`src/rtl/fifo_byte_serializer.sv`:
```
// fifo_byte_serializer
// Pops a programmed number of bytes from the tag's byte FIFO and shifts each
// one out MSB-first, one bit per (bit_div+1) clocks, with a strobe on the
// first cycle of every bit. Flags FIFO underrun between bytes of a frame.
module fifo_byte_serializer #(
  parameter int DIV_WIDTH = 8,
  parameter int CNT_WIDTH = 8
) (
  input  logic                 r_clk,
  input  logic                 reset,
  input  logic                 start,
  input  logic [CNT_WIDTH-1:0] byte_count,
  input  logic [DIV_WIDTH-1:0] bit_div,
  input  logic                 fifo_empty,
  input  logic [7:0]           fifo_data,
  output logic                 fifo_read,
  output logic                 tx_bit,
  output logic                 tx_strobe,
  output logic                 busy,
  output logic                 done,
  output logic                 underrun
);

  localparam logic [2:0] S_IDLE  = 3'd0;
  localparam logic [2:0] S_FETCH = 3'd1;
  localparam logic [2:0] S_LOAD  = 3'd2;
  localparam logic [2:0] S_SHIFT = 3'd3;
  localparam logic [2:0] S_DONE  = 3'd4;

  localparam logic [CNT_WIDTH-1:0] CNT_ONE = CNT_WIDTH'(1);
  localparam logic [DIV_WIDTH-1:0] DIV_ONE = DIV_WIDTH'(1);

  logic [2:0]           state;
  logic [CNT_WIDTH-1:0] bytes_left;
  logic [DIV_WIDTH-1:0] div_q;
  logic [DIV_WIDTH-1:0] div_cnt;
  logic [2:0]           bit_idx;
  logic [7:0]           shift_reg;
  logic                 sent_any;
  logic                 underrun_q;

  wire bit_end = (div_cnt == '0);
  wire last_bit = (bit_idx == 3'd0);

  // Frame control: state sequencing, byte accounting and underrun tracking.
  always_ff @(posedge r_clk or posedge reset) begin
    if (reset) begin
      state      <= S_IDLE;
      bytes_left <= '0;
      div_q      <= '0;
      sent_any   <= 1'b0;
      underrun_q <= 1'b0;
    end else begin
      case (state)
        S_IDLE: begin
          if (start) begin
            underrun_q <= 1'b0;
            sent_any   <= 1'b0;
            if (byte_count != '0) begin
              bytes_left <= byte_count;
              div_q      <= bit_div;
              state      <= S_FETCH;
            end else begin
              state <= S_DONE;
            end
          end
        end
        S_FETCH: begin
          // An empty FIFO before the first byte is just a slow start, not an underrun.
          if (!fifo_empty) state <= S_LOAD;
          else if (sent_any) underrun_q <= 1'b1;
        end
        S_LOAD: state <= S_SHIFT;
        S_SHIFT: begin
          if (bit_end && last_bit) begin
            if (bytes_left == CNT_ONE) begin
              state <= S_DONE;
            end else begin
              bytes_left <= bytes_left - CNT_ONE;
              sent_any   <= 1'b1;
              state      <= S_FETCH;
            end
          end
        end
        S_DONE:  state <= S_IDLE;
        default: state <= S_IDLE;
      endcase
    end
  end

  // Bit datapath: byte load, per-bit period counter and MSB-first shift.
  always_ff @(posedge r_clk or posedge reset) begin
    if (reset) begin
      shift_reg <= '0;
      bit_idx   <= '0;
      div_cnt   <= '0;
    end else if (state == S_LOAD) begin
      shift_reg <= fifo_data;
      bit_idx   <= 3'd7;
      div_cnt   <= div_q;
    end else if (state == S_SHIFT) begin
      if (!bit_end) begin
        div_cnt <= div_cnt - DIV_ONE;
      end else if (!last_bit) begin
        shift_reg <= {shift_reg[6:0], 1'b0};
        bit_idx   <= bit_idx - 3'd1;
        div_cnt   <= div_q;
      end
    end
  end

  // The counter sits at the latched divisor only on the first cycle of a bit,
  // so that compare doubles as the strobe (every cycle when bit_div is 0).
  assign fifo_read = (state == S_FETCH) && !fifo_empty;
  assign tx_bit    = (state == S_SHIFT) && shift_reg[7];
  assign tx_strobe = (state == S_SHIFT) && (div_cnt == div_q);
  assign busy      = (state != S_IDLE);
  assign done      = (state == S_DONE);
  // Visible from the first empty FETCH cycle, sticky thereafter.
  assign underrun  = underrun_q || ((state == S_FETCH) && fifo_empty && sent_any);

endmodule

```
`config.mk`:
```
export PLATFORM = sky130hd
export DESIGN_NAME = fifo_byte_serializer
export DESIGN_NICKNAME = d
export VERILOG_FILES = /design/src/rtl/fifo_byte_serializer.sv
export SDC_FILE = /design/constraint.sdc
export NUM_CORES = 1
export LEC_CHECK = 0
export BUFFER_PORTS_ARGS = -buffer_cell sky130_fd_sc_hd__buf_2
export CAP_MARGIN = 25
export CORE_MARGIN = 5
export CORE_UTILIZATION = 57
export DETAILED_ROUTE_END_ITERATION = 10
export GPL_ROUTABILITY_DRIVEN = 0
export PLACE_DENSITY = 0.8
export SKIP_CTS_REPAIR_TIMING = 1
export SYNTH_ARGS = -nofsm -noshare
export SYNTH_HDL_FRONTEND = slang
export SYNTH_SLANG_ARGS = --single-unit
```
`constraint.sdc`:
```
create_clock -name r_clk -period 2.5 [get_ports r_clk]
set_input_delay 0 -clock r_clk [delete_from_list [all_inputs] [get_ports r_clk]]
set_output_delay 0 -clock r_clk [all_outputs]
set_load 0.01 [all_outputs]
```
# Word-level counts from Yosys, hierarchy flattened
# Index checks and enable logic that the tools add are counted.
# op_classes
addsub,3
mul,0
div_mod_pow,0
magnitude_cmp,0
n_eq_ne,15
shift,0
mux,30
bitwise_logic,0
reduce_logical,24
# op_table
operator,count
8-bit 2-to-1 mux,12
3-bit 2-to-1 mux,9
8-bit case mux with 2 select lines,1
"8-bit by 1-bit subtractor with 8-bit output, second input constant",2
"2-bit != test, second input constant",7
3-bit case mux with 4 select lines,1
3-bit AND reduction,3
"8-bit by 1-bit equality test with 1-bit output, second input constant",1
8-bit equality test,1
8-bit zero test,1
4-bit AND reduction,2
2-bit nonzero test,4
8-bit nonzero test,1
"3-bit by 2-bit equality test with 1-bit output, second input constant",2
1-bit logical AND,6
3-bit zero test,2
1-bit 2-to-1 mux,5
5-bit AND reduction,1
1-bit case mux with 2 select lines,2
"3-bit by 1-bit equality test with 1-bit output, second input constant",1
"3-bit equality test, second input constant",1
"3-bit by 2-bit != test with 1-bit output, second input constant",1
3-bit nonzero test,1
"3-bit by 1-bit subtractor with 3-bit output, second input constant",1
other kinds (4),4
# totals
reg_bits,40
latchBits,0
mem_bits_rw,0
romBits,0
inputBits,28
word_cells,80
memories,0

# Depth between registers and ports, before layout
# depth
ltp_word,5
depth_mapped,7
mapped_depth_nobuf,6

# Worst setup path after synthesis
# No wires, ideal clock.
# synth_timing
path_kind,reg2reg
startpoint,reg bytes_left[3]
endpoint,reg bytes_left[1]
t_arrival_ns,1.960
slack_ns,0.416
stages_incl_launch_ff,5
cell_sequence,dfrtp_1 or4_1 o41a_1 o211ai_4 mux2_2
# synth_via
elab_chain_cells,3
# synth_rtl
element,line,rtl
"start, declared",34,logic [CNT_WIDTH-1:0] bytes_left;
"start signal, assigned",60,bytes_left <= byte_count;
"start signal, assigned",79,bytes_left <= bytes_left - CNT_ONE;
8-bit by 1-bit equality test with 1-bit output,76,if (bytes_left == CNT_ONE) begin
2-bit != test (no source line),--,
5-bit AND reduction (no source line),--,
# No other way between the ends.
# A chain may end at the register's enable or synchronous reset.

# Worst setup path after layout
# layout_timing
startpoint,reg bytes_left[4]
endpoint,reg bytes_left[3]
# The elaborated chain is that of the path after synthesis.

==> impl_metrics.tcl <==
set metrics [dict create \
    status "completed" \
    postSynthRegisterBits 40 \
    p_total_mw 3.407 \
    io_pins 34 \
    cts_sinks 40 \
    drtAntennaViolNets 0 \
    first_pass_iters 4 \
    drc 0 \
    placed_cells 317 \
    arrival_ns 2.42 \
    grt_max_degree 41 \
    dieHeight_um 74.40 \
    clockRootBuffer "clkbuf_8" \
    crit_required_ns 2.68 \
    slew_violations 0 \
    fin_skew_ns 0.008399 \
    relSlewSlack_pct 49.57 \
    rsz0062_at_grt "no" \
    place_ws_ns 0.2737 \
    cpMaxStageDelayCell "or4_1" \
    cts_made_buffers 5 \
    core_area_mm2 0.004000 \
    fin_ws_ns 0.2612 \
    drive_gt1_share_pct 25.70 \
    track_usage_pct 19.68 \
    worstMarginPinSlew_ns 0.7565 \
    placed_cell_area_mm2 0.002613 \
    hold_class "in -> reg" \
    ys.flop_type "dfrtp_1" \
    grt_overflow 0 \
    cpPeakStageDelay_ns 0.59 \
    rows 23 \
    endpoint_kind "flip-flop" \
    vias_per_cell 5.904 \
    antenna_cells 0 \
    setup_tns_ns 0 \
    die-area_mm2 0.005535 \
    syn2layout_area_growth_pct 18.85 \
    clk_path_buf_depth 2 \
    hold_violations 0 \
    path_max_fanout 8 \
    clk-insertion-delay-late_ns 0.29 \
    ys_async_sr_fraction_pct 100.0 \
    start_util_pct 59.09 \
    ir_drop_mv 0.7030 \
    crit_chain "or4_1, o41a_1, o211ai_4, mux2_2" \
    cts_max_level 2 \
    yosysWarnings 0 \
    cp-start-kind "flip-flop" \
    final_area_mm2 0.002809 \
    finalNetCount 318 \
    crit_type "reg -> reg" \
    syn_avg_cell_area_um2 9.973 \
    p_leak_nw 1.276 \
    cts_tree "built" \
    syn_inst 237 \
    place.port_buffers 33 \
    syn_nets 271 \
    synth_area_leaders "dfrtp_1, mux2_2, ha_1" \
    synthDominantCellAreaShare_pct 42.35 \
    die_w_um 74.40 \
    seq_area_frac_synth_pct 42.35 \
    antenna_found_initial 0 \
    hpwl_um 3627 \
    path_clk_slew_ns 0.08 \
    synth_edf_count 0 \
    stdcell_count 334 \
    yosys.area.top_type "dfrtp_1" \
    wl_per_cell_um 15.27 \
    power_density_mw_per_mm2 1213 \
    yosysUniqueCellTypes 52 \
    syn_area_mm2 0.002364 \
    maxCapViolations 0 \
    post-route-min-period_ns 2.239 \
    max_clock_freq_ghz 0.4467 \
    dr.first_iter.drc_count 134 \
    grt_pass1_wl_um 8480 \
    period_share_pct 89.55 \
    setup_violations 0 \
    postRouteWirelength_um 5100 \
    via_count 1972 \
    grt_pass1_vias 1893 \
]
cell type report:
type	instances	area, µm²
inverter	13	48.80
multi-input combinational	172	1267
timing repair buffer	52	332.8
clock buffer	7	96.34
tap	50	62.56
sequential	40	1001
fill	322	1191
logic make-up (layout without fill, tap and decap cells):
| logic type | Yosys count | in the layout | synth area share (%) |
|---|---|---|---|
| adders and majority gates | 6 | 6 | 3.176 |
| muxes | 18 | 18 | 8.470 |
| AOI/OAI and AO/OA | 72 | 72 | 22.55 |
| and+or+nand+nor | 65 | 65 | 15.35 |
| buffers and inverters | 25 | 72 | 4.023 |
| DFF | 40 | 40 | 42.35 |
| xor gates and xnor gates | 11 | 11 | 4.076 |
cells in the mapped netlist, types with 3 or more instances:
cell type	n
a21o_1	9
a21oi_1	5
a22o_1	8
a22oi_1	7
a31oi_1	4
and2_1	3
clkbuf_1	10
dfrtp_1	40
ha_1	6
inv_1	13
mux2_2	16
nand2_1	13
nand3_1	7
nand4_1	5
nor2_1	12
nor3_1	3
nor4_1	4
o211ai_1	3
o21ai_0	15
o2bb2a_1	3
xnor2_1	7
xor2_1	4
routing by layer:
metal  track usage, %  vias up  part of all wire, %
li1                 -      980                    -
met1            25.36      941                   43
met2            33.07       46                   51
met3            4.595        5                  4.8
met4            5.731        0                 0.96
met5                0        -                    0
worst max-delay path, delay by kind of cell (launching register included):
family | cells | cell delay [ns]
AO/OA/AOI/OAI | 2 | 0.72
AND/OR/NAND/NOR | 1 | 0.59
flip-flops | 1 | 0.44
multiplexers | 1 | 0.38
placed cells by master, fill, tap and decap left out, types with 8 or more instances in the layout:
cell type and count:
a21o_1 9, nor2_1 12, mux2_2 16, inv_1 13, a22o_1 8, nand2_1 13
o21ai_0 15, dlygate4sd3_1 10, buf_4 9, dfrtp_1 40, buf_2 33
path summary, 6_finish.rpt:
check / startpoint / to / slack (ns) / cells past startpoint
setup / recovery: bytes_left[4] / bytes_left[3] / 0.26 / 4
hold / removal: fifo_data[6] / shift_reg[6] / 0.006 / 3
setup reg to reg: bytes_left[4] / bytes_left[3] / 0.26 / 4
hold reg to reg: shift_reg[7] / shift_reg[7] / 0.48 / 1
max in group asynchronous: reset / bytes_left[0] / 1.75 / 4
min in group asynchronous: reset / div_q[1] / 0.41 / 4
metrics by stage:
step	hold WS, ns	utilization (%)
after floorplan	0.04753	-
after global placement	0.1499	65.31
after detailed placement	0.1513	65.31
after CTS	-0.1674	67.72
after global routing	0.01458	70.22
final	0.006086	70.22
report_power, final:
part / internal (mW) / leakage, nW / switching [mW]
Combinational: 0.819 / 0.761 / 0.833
Clock: 0.246 / 0.0503 / 0.217
Sequential: 0.954 / 0.465 / 0.339
Total: 2.02 / 1.28 / 1.39
No activity file was read; power rests on OpenSTA's default activity.
